===== src/rtl/tdc_rec_pkg.sv =====
// tdc_rec_pkg: shared constants and types for the TDC record streamer.
//   SYNC_BYTE / SYNC_BYTE_TS : frame start markers (plain / timestamped frames)
//   state_t                  : framing FSM states
//   PAYLOAD_BYTES, REC_W     : payload length in bytes and FIFO entry width.
//                              Both depend on the TDC_REC_TIMESTAMP_EN macro.
package tdc_rec_pkg;

  localparam logic [7:0] SYNC_BYTE    = 8'hA5;
  localparam logic [7:0] SYNC_BYTE_TS = 8'hA6;

  typedef enum logic [1:0] {
    IDLE,
    SYNC,
    PAYLOAD,
    CSUM
  } state_t;

`ifdef TDC_REC_TIMESTAMP_EN
  localparam int unsigned PAYLOAD_BYTES = 6;
  localparam int unsigned REC_W         = 43;
  localparam logic [7:0]  FRAME_SYNC    = SYNC_BYTE_TS;
`else
  localparam int unsigned PAYLOAD_BYTES = 4;
  localparam int unsigned REC_W         = 27;
  localparam logic [7:0]  FRAME_SYNC    = SYNC_BYTE;
`endif

endpackage


===== src/rtl/tdc_rec_fifo.sv =====
// tdc_rec_fifo: synchronous show-ahead FIFO for TDC records.
//   CLK, RST        : clock, asynchronous active-high reset
//   push, wr_data   : write request and data
//   pop             : read request; rd_data shows the head entry while !empty
//   full, empty     : occupancy flags
// A push while full is accepted when a pop happens in the same cycle.
module tdc_rec_fifo #(
  parameter int unsigned WIDTH = 27,
  parameter int unsigned DEPTH = 16
) (
  input  logic             CLK,
  input  logic             RST,
  input  logic             push,
  input  logic [WIDTH-1:0] wr_data,
  input  logic             pop,
  output logic [WIDTH-1:0] rd_data,
  output logic             full,
  output logic             empty
);

  localparam int unsigned AW = $clog2(DEPTH);

  logic [WIDTH-1:0] mem [DEPTH];
  logic [AW-1:0]    wr_ptr;
  logic [AW-1:0]    rd_ptr;
  logic [AW:0]      count;
  logic             do_push;
  logic             do_pop;

  assign empty   = (count == '0);
  assign full    = (count == (AW+1)'(DEPTH));
  assign do_pop  = pop & ~empty;
  assign do_push = push & (~full | do_pop);
  assign rd_data = mem[rd_ptr];

  always_ff @(posedge CLK) begin
    if (do_push) begin
      mem[wr_ptr] <= wr_data;
    end
  end

  // Pointers are exactly AW bits so they wrap at DEPTH without compare logic.
  always_ff @(posedge CLK or posedge RST) begin
    if (RST) begin
      wr_ptr <= '0;
      rd_ptr <= '0;
      count  <= '0;
    end else begin
      if (do_push) wr_ptr <= wr_ptr + 1'b1;
      if (do_pop)  rd_ptr <= rd_ptr + 1'b1;
      case ({do_push, do_pop})
        2'b10:   count <= count + 1'b1;
        2'b01:   count <= count - 1'b1;
        default: count <= count;
      endcase
    end
  end

endmodule


===== src/rtl/tdc_record_streamer.sv =====
// tdc_record_streamer: buffers CAN timing records and streams them as framed
// bytes over a valid/ready byte interface.
//   CLK, RST    : 50 MHz clock, asynchronous active-high reset
//   ENABLE      : capture enable (gates pushes only; queued data still drains)
//   rec_valid   : one-cycle record strobe
//   rec_data    : {CAN_ID[10:0], measure_time[11:0], DLC[3:0]}
//   tx_data/tx_valid/tx_ready : byte stream to the sink
//   ovf_flag    : sticky, set on the first dropped record
//   ovf_count   : saturating count of dropped records
//   busy        : FIFO not empty or a frame in progress
// Frame: SYNC, payload bytes MSB first, CSUM (sum of payload bytes mod 256).
// Optional macro TDC_REC_TIMESTAMP_EN appends a 16-bit free-running
// timestamp to each record (SYNC=0xA6, two extra payload bytes).
module tdc_record_streamer
  import tdc_rec_pkg::*;
#(
  parameter int unsigned DEPTH     = 16,
  parameter int unsigned OVF_WIDTH = 8
) (
  input  logic                 CLK,
  input  logic                 RST,
  input  logic                 ENABLE,
  input  logic                 rec_valid,
  input  logic [26:0]          rec_data,
  output logic [7:0]           tx_data,
  output logic                 tx_valid,
  input  logic                 tx_ready,
  output logic                 ovf_flag,
  output logic [OVF_WIDTH-1:0] ovf_count,
  output logic                 busy
);

  localparam int unsigned SHR_W    = PAYLOAD_BYTES * 8;
  localparam logic [2:0]  LAST_IDX = 3'(PAYLOAD_BYTES - 1);

  state_t             state;
  logic [SHR_W-1:0]   shreg;
  logic [7:0]         csum_acc;
  logic [2:0]         byte_idx;
  logic               fifo_full;
  logic               fifo_empty;
  logic               pop;
  logic               push;
  logic               drop;
  logic               xfer;
  logic [REC_W-1:0]   wr_data;
  logic [REC_W-1:0]   rd_data;

  assign pop  = (state == IDLE) && !fifo_empty;
  assign push = rec_valid & ENABLE & (~fifo_full | pop);
  assign drop = rec_valid & ENABLE & fifo_full & ~pop;
  assign xfer = tx_valid & tx_ready;
  assign busy = !fifo_empty || (state != IDLE);

`ifdef TDC_REC_TIMESTAMP_EN
  logic [15:0] ts_count;

  always_ff @(posedge CLK or posedge RST) begin
    if (RST) ts_count <= '0;
    else     ts_count <= ts_count + 16'd1;
  end

  assign wr_data = {rec_data, ts_count};
`else
  assign wr_data = rec_data;
`endif

  tdc_rec_fifo #(
    .WIDTH (REC_W),
    .DEPTH (DEPTH)
  ) u_fifo (
    .CLK     (CLK),
    .RST     (RST),
    .push    (push),
    .wr_data (wr_data),
    .pop     (pop),
    .rd_data (rd_data),
    .full    (fifo_full),
    .empty   (fifo_empty)
  );

  always_ff @(posedge CLK or posedge RST) begin
    if (RST) begin
      ovf_flag  <= 1'b0;
      ovf_count <= '0;
    end else if (drop) begin
      ovf_flag <= 1'b1;
      if (ovf_count != '1) ovf_count <= ovf_count + 1'b1;
    end
  end

  always_ff @(posedge CLK or posedge RST) begin
    if (RST) begin
      state    <= IDLE;
      shreg    <= '0;
      csum_acc <= '0;
      byte_idx <= '0;
      tx_valid <= 1'b0;
      tx_data  <= '0;
    end else begin
      case (state)
        IDLE: begin
          if (!fifo_empty) begin
            shreg    <= {5'b0, rd_data};
            csum_acc <= '0;
            byte_idx <= '0;
            state    <= SYNC;
          end
        end
        // First SYNC cycle only raises tx_valid; this is the second cycle of
        // push-to-valid latency. Afterwards tx_data advances on each transfer.
        SYNC: begin
          if (!tx_valid) begin
            tx_valid <= 1'b1;
            tx_data  <= FRAME_SYNC;
          end else if (tx_ready) begin
            tx_data <= shreg[SHR_W-1 -: 8];
            state   <= PAYLOAD;
          end
        end
        // tx_data always holds the top byte of shreg here; shifting after
        // each transfer exposes the next one.
        PAYLOAD: begin
          if (xfer) begin
            csum_acc <= csum_acc + tx_data;
            shreg    <= shreg << 8;
            byte_idx <= byte_idx + 3'd1;
            if (byte_idx == LAST_IDX) begin
              tx_data <= csum_acc + tx_data;
              state   <= CSUM;
            end else begin
              tx_data <= shreg[SHR_W-9 -: 8];
            end
          end
        end
        CSUM: begin
          if (xfer) begin
            tx_valid <= 1'b0;
            tx_data  <= '0;
            state    <= IDLE;
          end
        end
        default: state <= IDLE;
      endcase
    end
  end

endmodule


===== config.mk =====
export PLATFORM = sky130hd
export DESIGN_NAME = tdc_record_streamer
export DESIGN_NICKNAME = d
export VERILOG_FILES = /design/src/rtl/tdc_rec_pkg.sv /design/src/rtl/tdc_rec_fifo.sv /design/src/rtl/tdc_record_streamer.sv
export SDC_FILE = /design/constraint.sdc
export NUM_CORES = 1
export LEC_CHECK = 0
export ABC_AREA = 1
export BUFFER_PORTS_ARGS = -buffer_cell sky130_fd_sc_hd__clkbuf_2
export CORE_UTILIZATION = 67
export CTS_CLUSTER_SIZE = 16
export DETAILED_ROUTE_END_ITERATION = 16
export PLACE_DENSITY = 0.91
export REMOVE_ABC_BUFFERS = 1
export SETUP_SLACK_MARGIN = 0.2
export SYNTH_ARGS = -nofsm -noshare
export SYNTH_HDL_FRONTEND = slang
export SYNTH_SLANG_ARGS = --single-unit

===== constraint.sdc =====
create_clock -name CLK -period 7.6 [get_ports CLK]
set_input_delay 0.38 -clock CLK [delete_from_list [all_inputs] [get_ports CLK]]
set_output_delay 0.38 -clock CLK [all_outputs]
set_load 0.02 [all_outputs]

# Word-level counts from Yosys, hierarchy flattened
# Memories as Yosys holds them, arrays and structs flattened.
# Index checks and enable logic that the tools add are counted.
totals:
  n_memories: 1
  wordCells: 88
  latchBits: 0
  output_inout_bits: 19
  romBits: 0
  input_bits: 32
  mem_bits_rw: 432
  regBits: 76
mem_list:
  columns: ["memory", "depth", "width", "read_ports", "rd_ports_with_merged_regs", "write_ports", "line_no", "text"]
  rows:
  - ["u_fifo.mem", 16, 27, 1, 0, 1, "tdc_rec_fifo.sv:23", "logic [WIDTH-1:0] mem [DEPTH];"]
op_classes:
  shift: 0
  div_mod_pow: 0
  bitwise_logic: 12
  n_mul: 0
  order_cmp: 0
  n_eq_ne: 15
  n_mux: 27
  reduce_logical: 15
  n_addsub: 7
ops:
  columns: ["operator", "n"]
  rows:
  - ["$mux 32", 2]
  - ["$pmux 32 s2", 1]
  - ["$mux 8", 7]
  - ["$pmux 8 s3", 1]
  - ["$pmux 8 s2", 1]
  - ["$mux 2", 6]
  - ["$ne 2x2->1 const B", 6]
  - ["$pmux 5 s2", 1]
  - ["$add 4x1->4 const B", 2]
  - ["$add 8x1->8 const B", 1]
  - ["$add 8x8->8", 1]
  - ["$ne 8x8->1 const B", 1]
  - ["$pmux 2 s4", 1]
  - ["$reduce_bool 2->1", 4]
  - ["$and 1x1->1", 7]
  - ["$eq 2x2->1 const B", 3]
  - ["$mux 3", 2]
  - ["$pmux 3 s2", 1]
  - ["$reduce_and 6->1", 1]
  - ["$add 5x1->5 const B", 1]
  - ["$eq 5x5->1 const B", 1]
  - ["$logic_not 5->1", 1]
  - ["$sub 5x1->5 const B", 1]
  - ["$eq 2x1->1 const B", 2]
  - ["other kinds (15)", 21]

# Longest topological paths before layout
# Gate-level depths: netlist of the first run.
depth:
  ltp_word: 8
  mapped_depth: 17
  depth_no_buf: 17

# Hierarchy
# Synthesis of the first run repeated with hierarchy kept, for this count alone.
hier_totals:
  cells_unflattened: 1771
  hier_area_um2: 21164.0
by_module_without_submodules:
  columns: ["module", "seq_area_each_um2", "n_inst", "area_per_inst_um2", "cells_per_inst"]
  rows:
  - ["tdc_rec_fifo", 13297.8, 1, 17768.3, 1360]
  - ["tdc_record_streamer", 1576.5, 1, 3395.8, 411]

# Worst setup path after synthesis of the first run
# No wires, ideal clock.
synth_path:
  path_type: "reg2reg"
  startpoint: "register state[0]"
  endpoint: "memory u_fifo.mem[11][0], enable pin"
  stages_incl_launch_ff: 7
  setup_slack_ps: 4027
  required_ps: 7155
  arrival_ps: 3128
  n_path_buf: 0
  setup_time_ps: 445
  period_less_slack_ps: 3573
  path_cell_list: "dfrtp_1 inv_1 ha_1 nor3_1 nor2_2 inv_1 nor3_1"
synth_via:
  elab_chain_cells: 7
  elab_cells_between_ends: 9
  cone_classes: "mux (2); bitwise (5); reduce/logical (2)"
synth_rtl:
  columns: ["element", "line_no", "text"]
  rows:
  - ["from (decl)", "tdc_record_streamer.sv:36", "state_t state;"]
  - ["from (signal assigned)", "tdc_record_streamer.sv:94", "state <= IDLE;"]
  - ["from (signal assigned)", "tdc_record_streamer.sv:107", "state <= SYNC;"]
  - ["from (signal assigned)", "tdc_record_streamer.sv:118", "state <= PAYLOAD;"]
  - ["$logic_not 2->1 *", "tdc_record_streamer.sv:49", "assign pop = (state == IDLE) && !fifo_empty;"]
  - ["$logic_and 1x1->1 *", "tdc_record_streamer.sv:49", null]
  - ["$or 1x1->1 / $and 1x1->1 (equally long branches)", "tdc_record_streamer.sv:50, tdc_rec_fifo.sv:32", null]
  - ["$and 1x1->1 / $or 1x1->1 (equally long branches)", "tdc_record_streamer.sv:50, tdc_rec_fifo.sv:33", null]
  - ["$and 1x1->1 *", "tdc_rec_fifo.sv:33", "assign do_push = push & (~full | do_pop);"]
  - ["$mux 1 *", "tdc_rec_fifo.sv:37", "if (do_push) begin"]
  - ["$mux 1 (implied by the code) *", "tdc_rec_fifo.sv:38", "mem[wr_ptr] <= wr_data;"]
  - ["to (decl)", "tdc_rec_fifo.sv:23", null]
# Every way passes the cells marked *; elsewhere a longest branch is shown, timed or not.

# Final worst setup path of the first run
layout_path:
  startpoint: "register u_fifo.rd_ptr[0]"
  endpoint: "register shreg[5]"
layout_via:
  elab_chain_cells: 3
layout_rtl:
  columns: ["element", "line_no", "text"]
  rows:
  - ["from (decl)", "tdc_rec_fifo.sv:25", "logic [AW-1:0] rd_ptr;"]
  - ["from (signal assigned)", "tdc_rec_fifo.sv:50", "if (do_pop) rd_ptr <= rd_ptr + 1'b1;"]
  - ["$mem_v2 16x27", null, null]
  - ["$mux 32", "tdc_record_streamer.sv:103", "if (!fifo_empty) begin"]
  - ["$pmux 32 s2", "tdc_record_streamer.sv:101", "case (state)"]
  - ["to (signal assigned)", "tdc_record_streamer.sv:104", "shreg <= {5'b0, rd_data};"]
  - ["to (signal assigned)", "tdc_record_streamer.sv:126", "shreg <= shreg << 8;"]
  - ["to (decl)", "tdc_record_streamer.sv:37", "logic [SHR_W-1:0] shreg;"]
# Every way passes these cells. The select of a mux whose other input is x is not followed.
# A chain may end at the register's enable or synchronous reset.

==> results of run 1 <==
## kinds of logic after synthesis
family / count (synthesis) / synth area share (%)
flip-flops: 508 / 68.4
AO/OA/AOI/OAI: 290 / 7.45
buffers and inverters: 316 / 6.22
XOR/XNOR: 21 / 0.846
adder cells (fa/ha/maj): 25 / 1.47
AND/OR/NAND/NOR: 800 / 15.6
## area by class of cell
type / count / area [µm²] / share of cell area (%)
multi-input cells: 1136 / 5620 / 23.7
diodes: 3 / 7.51 / 0.0316
well taps: 402 / 503 / 2.12
clock inverters: 20 / 156 / 0.659
inverters: 216 / 816 / 3.44
flip-flops and latches: 508 / 14900 / 62.7
clock buffers: 70 / 1340 / 5.63
repair buffers: 73 / 423 / 1.78
## power by group
part           internal, mW  switching, mW
Combinational         0.926           2.26
Sequential             3.32          0.233
Clock                  1.27           1.03
Total                  5.51           3.53
## per-layer routing
layer	part of all wire [%]	vias up	routed length (µm)
met5	0	-	0
met2	49	1185	26000
met3	12	245	6650
li1	-	6735	-
met1	34	7292	18200
met4	5.2	0	2800
## synthesized netlist by cell type, types with 8 or more instances
cell type,n,area [µm²]
edfxtp_1,432,13000
nand2_1,314,1180
nor2_1,249,935
inv_1,211,792
nand3_1,201,1010
o21ai_0,165,826
dfrtp_1,76,1900
a21oi_1,51,255
o211ai_1,46,345
buf_2,41,205
clkbuf_1,26,97.6
ha_1,24,300
xor2_1,17,149
nand4_1,15,93.8
buf_1,13,48.8
buf_4,10,75.1
buf_6,10,113
o22ai_1,8,50.1
## registers in the layout, indices dropped and copies added, names as in the netlist
register / count
byte_idx: 3
csum_acc: 8
ovf_count: 8
ovf_flag: 1
shreg: 32
state: 2
tx_data: 8
tx_valid: 1
u_fifo.count: 5
u_fifo.mem: 432
u_fifo.rd_ptr: 4
u_fifo.wr_ptr: 4
## how the worst max path moves through the flow
stage | slack (ps) | start | end | cells after the start
2_1_floorplan | 1080 | u_fifo.rd_ptr[0] | shreg[5] | 9
3_3_place_gp | 4280 | u_fifo.rd_ptr[0] | shreg[11] | 10
3_5_place_dp | 4020 | u_fifo.rd_ptr[0] | shreg[5] | 10
4_1_cts | 4020 | u_fifo.rd_ptr[0] | shreg[6] | 10
5_1_grt | 3700 | u_fifo.rd_ptr[0] | shreg[5] | 10
6_report | 3850 | u_fifo.rd_ptr[0] | shreg[5] | 10
## critical path, delay by kind of cell, from the launching register on
kind | cells | cell delay, ps
AND/OR/NAND/NOR | 7 | 850
flip-flops | 1 | 980
AO/OA/AOI/OAI | 1 | 110
buffers and inverters | 2 | 1630
==> results_tabular.tex, run 1 <==
\begin{tabular}{lr}
\hline
Metric & Value \\
\hline
\multicolumn{2}{l}{\textbf{Cells and area}} \\
Most common cell after layout, fill and taps aside & edfxtp\_1 \\
Number of inserted filler cells in the final layout & 1816 \\
Count of nets after finishing & around 2k \\
Non-Filler Cell Area, Final & 0.0237 mm² \\
Utilization after layout & 74.9\% \\
Area growth from synthesis to layout & 9.25\% \\
Share of layout cells above drive strength 1 & approximately 8.8\% \\
Commonest cells after routing, fill and taps aside & edfxtp\_1 (432), nand2\_1 (314), nor2\_1 (235) \\
Non-filler cells, final & 2428 \\
\multicolumn{2}{l}{\textbf{Drt}} \\
Vias post-DR & 15.5k \\
Post-DRT Antenna Nets & 0 \\
Total detailed-routing wirelength & 53.6 mm \\
Via-per-instance ratio & 6.37 \\
Final routed wire length divided by cell count & 22.1 µm \\
Initial detailed-routing violation count & 2051 \\
Total iterations of the first detailed-routing run & 8 \\
Count of unresolved DRC violations after routing & 0 \\
\multicolumn{2}{l}{\textbf{Timing}} \\
Final setup margin & $\sim$3800 ps \\
Post-Route Setup TNS & 0 ps \\
Final slew viol count & 0 \\
Hold Worst Slack & 102 ps \\
Period Utilization, post-route & 49.4\% \\
Fin crit period & 3750 ps \\
Pin slew with the least headroom to its limit & 1240 ps \\
Number of hold violations in the final report & 0 \\
Relative slew slack & 17.6\% \\
Setup Skew & 17.7 ps \\
Setup violators final & 0 \\
Unrepaired setup endpoints after global routing & false \\
Fmax & 266 MHz \\
\multicolumn{2}{l}{\textbf{Worst setup path}} \\
Worst R2R Start & u\_fifo.rd\_ptr[0] \\
Type of element capturing the critical path & flip-flop \\
Category of the most critical setup path & reg -> reg \\
Reg-to-reg critical path endpoint & shreg[5] \\
Nature of the critical path startpoint & flip-flop \\
Flop-to-flop setup slack & 3850 ps \\
Arr. time, crit path & between 4000 and 5000 ps \\
Most common cell type on the critical path & nand2\_1 \\
CP Cell Sequence & buf\_4 -> buf\_4 -> nor2\_1 -> nor2\_1 -> o21ai\_0 -> nand3\_1 -> nand3\_1 -> nand2\_1 -> nand2\_1 -> nand2\_1 \\
Delay of the slowest cell on the worst path & a little under 1000 ps \\
Worst-path cell with the longest stage delay & dfrtp\_4 \\
Worst-path fanout max & 88 \\
Data required time of the critical path & 8100 ps \\
Length in cells of the worst reg-to-reg path & 10 \\
\multicolumn{2}{l}{\textbf{Floorplanning}} \\
Die boundary height & 182 µm \\
Initial standard-cell utilization of the core & 68.5\% \\
Area of the die & 0.0332 mm² \\
Num ports & between 50 and 60 \\
Area of the placeable core & 0.0317 mm² \\
Number of rows in the core area & 65 \\
Die outline width & 182 µm \\
\multicolumn{2}{l}{\textbf{Global route}} \\
Total global routing track utilization & 32.9\% \\
M3 GR Usage & roughly 6.4\% \\
Wire length of the first global-routing pass & 82.4 mm \\
Remaining Overflow, GRT & 0 \\
Maximum number of pins on one net before global-route repair & $\sim$110 \\
GR met1 Demand/Resource & between 40\% and 50\% \\
Number of global-route vias before repair & roughly 15k \\
Grt peak-use layer & met2 \\
Global-route met2 utilization & 54.3\% \\
Antenna violations before repair & 2 \\
\multicolumn{2}{l}{\textbf{Synth}} \\
Number of different library cells in the post-synthesis netlist & 43 \\
Total of warnings raised by yosys & 0 \\
Post-synthesis instance area & 0.0217 mm² \\
Async set-or-reset flop fraction in the synthesized netlist & between 10\% and 20\% \\
Number of cells produced by synthesis & just under 2k \\
Sequential area share after synthesis & between 60\% and 70\% \\
Top flip-flop cell by instance count after synthesis & edfxtp\_1 \\
FF+latch count, synth & 508 \\
Number of enable flip-flop cells after synthesis & roughly 430 \\
Average instance area after synthesis & 11.1 µm² \\
\multicolumn{2}{l}{\textbf{Placement}} \\
Worst setup slack before clock tree synthesis & 4020 ps \\
Count of placed standard cells including taps & 2335 \\
Area of placed instances & between 0.02 and 0.025 mm² \\
Count of input and output buffers & 50 \\
Placer congestion estimate & 0.803 \\
Half-perimeter wire length of the detailed placement result & around 28 mm \\
\multicolumn{2}{l}{\textbf{Clock network}} \\
CTS Hold Bufs & 0 \\
Cell chosen for the clock root & clkbuf\_16 \\
Post-CTS setup buffers & 0 \\
Inserted Clock Buffers & 49 \\
Resized cells post-CTS & 0 \\
Clock input transition at the sequential cells of the worst setup and hold paths & roughly 60 ps \\
Clk sink count & about 500 \\
Deepest level of the CTS H-tree & 2 \\
Number of buffers on the longest clock path & 3 \\
CTS tree & built \\
Clock latency of the later-clocked register in the worst-skew pair & 580 ps \\
\multicolumn{2}{l}{\textbf{Outcome}} \\
Outcome & finished, final reports clean \\
\multicolumn{2}{l}{\textbf{Hold path}} \\
Terminating pin of the worst hold path & tx\_valid \\
Min-Delay Path Class & in -> reg \\
Worst Hold Launch & tx\_ready \\
Hold-critical path depth & 4 \\
\multicolumn{2}{l}{\textbf{Pwr}} \\
Power density over the cells & 381 mW/mm² \\
Maximum ir drop on the vdd rail & 316 µV \\
Cell leakage power & roughly 9 nW \\
Overall power of the completed layout & 9.04 mW \\
\multicolumn{2}{l}{\textbf{Flow run}} \\
Number of maximum-capacitance constraint violations & 0 \\
\hline
\end{tabular}
Power figures use the tool's default switching activity.
==> run 2: changes to the inputs <==
--- a/config.mk
+++ b/config.mk
@@ -5,12 +5,12 @@
 export SDC_FILE = /design/constraint.sdc
 export NUM_CORES = 1
 export LEC_CHECK = 0
-export ABC_AREA = 1
+export ABC_AREA = 0
 export BUFFER_PORTS_ARGS = -buffer_cell sky130_fd_sc_hd__clkbuf_2
-export CORE_UTILIZATION = 67
+export CORE_UTILIZATION = 56
 export CTS_CLUSTER_SIZE = 16
 export DETAILED_ROUTE_END_ITERATION = 16
-export PLACE_DENSITY = 0.91
+export PLACE_DENSITY = 0.81
 export REMOVE_ABC_BUFFERS = 1
 export SETUP_SLACK_MARGIN = 0.2
 export SYNTH_ARGS = -nofsm -noshare
==> constraint.sdc (replaced) <==
create_clock -name CLK -period 3.4 [get_ports CLK]
set_input_delay 0.17 -clock CLK [delete_from_list [all_inputs] [get_ports CLK]]
set_output_delay 0.17 -clock CLK [all_outputs]
set_load 0.02 [all_outputs]
==> results_tabular.tex, run 2 <==
\begin{tabular}{lr}
\hline
Metric & Value \\
\hline
\multicolumn{2}{l}{\textbf{Synth}} \\
Number of enable flip-flop cells after synthesis & 432 (unchanged) \\
Number of different library cells in the post-synthesis netlist & 51 (was 43) \\
Number of cells produced by synthesis & 1103 (was 1960) \\
FF+latch count, synth & 508 (unchanged) \\
Average instance area after synthesis & 18.6 µm² (was 11.1 µm²) \\
Post-synthesis instance area & 0.0205 mm² (was 0.0217 mm²) \\
Sequential area share after synthesis & 72.5\% (was 68.4\%) \\
Async set-or-reset flop fraction in the synthesized netlist & 15.0\% (unchanged) \\
Largest cells by area after synthesis & edfxtp\_1 (63\%), mux4\_2 (12\%), dfrtp\_1 (9.3\%) (was edfxtp\_1 (60\%), dfrtp\_1 (8.8\%), nand2\_1 (5.4\%)) \\
Top flip-flop cell by instance count after synthesis & edfxtp\_1 (unchanged) \\
Total of warnings raised by yosys & 0 (unchanged) \\
Most numerous cell types in the synthesized netlist & edfxtp\_1 (432), mux4\_2 (108), dfrtp\_1 (76) (was edfxtp\_1 (432), nand2\_1 (314), nor2\_1 (249)) \\
Dominant cell by count in the synthesized netlist & edfxtp\_1 (unchanged) \\
Fraction of post-synthesis cell area in the top cell type by area & 63.3\% (was 59.7\%) \\
Post-synthesis cell type with the largest combined area & edfxtp\_1 (unchanged) \\
\multicolumn{2}{l}{\textbf{Timing}} \\
Fin crit period & 2870 ps (was 3750 ps) \\
Setup Skew & 18.4 ps (was 17.7 ps) \\
Period Utilization, post-route & 84.4\% (was 49.4\%) \\
Number of hold violations in the final report & 0 (unchanged) \\
Final slew viol count & 0 (unchanged) \\
Relative slew slack & 23.9\% (was 17.6\%) \\
Unrepaired setup endpoints after global routing & false (unchanged) \\
Setup violators final & 0 (unchanged) \\
Final setup margin & 531 ps (was 3850 ps) \\
Fmax & 349 MHz (was 266 MHz) \\
Pin slew with the least headroom to its limit & 1140 ps (was 1240 ps) \\
\multicolumn{2}{l}{\textbf{Global route}} \\
Maximum number of pins on one net before global-route repair & 54 (was 113) \\
Antenna violations before repair & 0 (was 2) \\
Number of global-route vias before repair & 11.0k (was 15.4k) \\
Total global routing track utilization & 24.5\% (was 32.9\%) \\
Wire length of the first global-routing pass & 67.8 mm (was 82.4 mm) \\
Remaining Overflow, GRT & 0 (unchanged) \\
\multicolumn{2}{l}{\textbf{Cells and area}} \\
Most common cell after layout, fill and taps aside & edfxtp\_1 (unchanged) \\
Commonest cells after routing, fill and taps aside & edfxtp\_1 (432), mux4\_2 (108), dfrtp\_1 (72) (was edfxtp\_1 (432), nand2\_1 (314), nor2\_1 (235)) \\
Utilization after layout & 64.9\% (was 74.9\%) \\
Top Registers & u\_fifo.mem x432, shreg x32 (unchanged) \\
Share of layout cells above drive strength 1 & 26.1\% (was 8.85\%) \\
Largest reg by FF count & u\_fifo.mem (unchanged) \\
Count of nets after finishing & 1254 (was 2041) \\
Max FFs per register & 432 (unchanged) \\
Number of diodes & 0 (was 3) \\
Area growth from synthesis to layout & 13.4\% (was 9.25\%) \\
\multicolumn{2}{l}{\textbf{Pwr}} \\
Cell leakage power & 8.03 nW (was 9.27 nW) \\
Overall power of the completed layout & 19.4 mW (was 9.04 mW) \\
Power density over the cells & 834 mW/mm² (was 381 mW/mm²) \\
Maximum ir drop on the vdd rail & 503 µV (was 316 µV) \\
\multicolumn{2}{l}{\textbf{Clock network}} \\
Clock input transition at the sequential cells of the worst setup and hold paths & 60 ps (about the same) \\
Cell chosen for the clock root & clkbuf\_16 (unchanged) \\
Clock latency of the later-clocked register in the worst-skew pair & 580 ps (about the same) \\
Inserted Clock Buffers & 49 (unchanged) \\
Deepest level of the CTS H-tree & 2 (unchanged) \\
Number of buffers on the longest clock path & 3 (unchanged) \\
Clk sink count & 508 (unchanged) \\
CTS tree & built (unchanged) \\
Post-CTS setup buffers & 0 (unchanged) \\
\multicolumn{2}{l}{\textbf{Floorplanning}} \\
Initial standard-cell utilization of the core & 57.2\% (was 68.5\%) \\
Area of the placeable core & 0.0358 mm² (was 0.0317 mm²) \\
Die outline width & 193 µm (was 182 µm) \\
Number of rows in the core area & 69 (was 65) \\
Die boundary height & 193 µm (was 182 µm) \\
Num ports & 51 (unchanged) \\
Area of the die & 0.0374 mm² (was 0.0332 mm²) \\
\multicolumn{2}{l}{\textbf{Worst setup path}} \\
CP Cell Sequence & inv\_1 -> ha\_1 -> inv\_1 -> a21oi\_1 -> ha\_1 -> xor2\_1 -> ha\_1 -> nor2b\_1 -> o21ai\_0 -> a31oi\_1 -> nor2\_1 -> xnor2\_1 (was buf\_4 -> buf\_4 -> nor2\_1 -> nor2\_1 -> o21ai\_0 -> nand3\_1 -> nand3\_1 -> nand2\_1 -> nand2\_1 -> nand2\_1) \\
Worst-path fanout max & 8 (was 88) \\
Delay of the slowest cell on the worst path & 480 ps (was 980 ps) \\
Arr. time, crit path & 3320 ps (was 4260 ps) \\
Nature of the critical path startpoint & flip-flop (unchanged) \\
Type of element capturing the critical path & flip-flop (unchanged) \\
Data required time of the critical path & 3850 ps (was 8100 ps) \\
Category of the most critical setup path & reg -> reg (unchanged) \\
Most common cell type on the critical path & ha\_1 (was nand2\_1) \\
Worst-path cell with the longest stage delay & a21oi\_1 (was dfrtp\_4) \\
\multicolumn{2}{l}{\textbf{Outcome}} \\
Failing checks & DRC \\
Outcome & finished, violations left (was finished, final reports clean) \\
\multicolumn{2}{l}{\textbf{Drt}} \\
Vias post-DR & 10.9k (was 15.5k) \\
Initial detailed-routing violation count & 1247 (was 2051) \\
Count of unresolved DRC violations after routing & 5 (was 0) \\
Total iterations of the first detailed-routing run & 11 (was 8) \\
Total detailed-routing wirelength & 44.8 mm (was 53.6 mm) \\
Via-per-instance ratio & 6.43 (was 6.37) \\
Post-DRT Antenna Nets & 0 (unchanged) \\
Final routed wire length divided by cell count & 26.4 µm (was 22.1 µm) \\
\multicolumn{2}{l}{\textbf{Placement}} \\
Half-perimeter wire length of the detailed placement result & 24.7 mm (was 27.5 mm) \\
Count of input and output buffers & 50 (unchanged) \\
Placer congestion estimate & 0.783 (was 0.803) \\
Worst setup slack before clock tree synthesis & 562 ps (was 4020 ps) \\
\multicolumn{2}{l}{\textbf{Hold path}} \\
Min-Delay Path Class & in -> reg (unchanged) \\
\multicolumn{2}{l}{\textbf{Flow run}} \\
Number of maximum-capacitance constraint violations & 0 (unchanged) \\
\hline
\end{tabular}
run 2: cell types whose count changed after synthesis, sizes merged, moves of 18 or more:
cell,change
mux2,+28
mux2i,+20
mux4,+108
nand3,-191
nor2b,+18
nor2,-226
nand2,-265
o211ai,-32
buf,-38
o21ai,-148
inv,-189
run 2: layout make-up:
type / instances / area, µm²
Timing Repair Buffer: 103 / 878
Fill cell: 2272 / 12600
Inverter: 26 / 98.8
Multi-Input combinational cell: 509 / 5260
Clock inverter: 22 / 193
Tap cell: 461 / 577
Clock buffer: 70 / 1380
Sequential cell: 508 / 14900
run 2: path summary, 6_finish.rpt:
check	from	to	slack (ps)	depth (start not counted)
worst min register to register	csum_acc[5]	csum_acc[5]	470	2
worst min-delay path	rec_data[1]	u_fifo.mem[3][1]	10	1
worst max register to register	state[0]	u_fifo.count[4]	530	12
max in group asynchronous	RST	tx_data[7]	2080	4
min in group asynchronous	RST	ovf_count[5]	390	3
worst max-delay path	state[0]	u_fifo.count[4]	530	12
run 2: worst max-delay path: cells and delay by family, from the launching register on:
kind	cells	cell delay, ps
AO/OA/AOI/OAI	3	730
XOR/XNOR	2	310
adder cells (fa/ha/maj)	3	880
buffers and inverters	2	220
flip-flops	1	400
AND/OR/NAND/NOR	2	210
run 2: what timing repair did:
item,in CTS,in global routing
gates resized for setup,0,0
hold buffers,17,0
hold endpoints to repair,240,0
run 2: kinds of logic (layout without fill, tap and decap cells):
family,Yosys count,count (layout),share of synthesized area (%)
compound gates,148,148,4.73
xor+xnor,24,24,1.02
fa+ha+maj,25,25,1.56
buf+inv,86,221,1.95
flops,508,508,72.5
mux,156,156,14.4
simple gates,156,156,3.84
run 2: where the power goes:
part	total, mW	switching (mW)	leakage [nW]	internal [mW]
clock	5.26	2.27	0.775	2.99
combinational	5.92	3.14	2.42	2.77
sequential	8.23	0.767	4.84	7.47
run 2: layer usage:
metal	part of all wire [%]	wire [µm]	track usage [%]	vias to the layer above
met3	8.1	3610	4.22	103
met1	39	17300	33.0	5649
met4	2.9	1280	8.21	0
met5	0	0	0	-
met2	50	22600	40.8	563
li1	-	-	-	4608
run 2: metrics by stage:
step	std cells	area (µm²)	hold WS (ps)	setup TNS (ps)
after floorplan	1043	20200	260	-65720
after global placement	1590	21500	394	0
after detailed placement	1590	21500	395	0
after CTS	1699	23300	0.996	0
after global routing	1699	23300	25.4	0
final	1699	23300	14.7	0
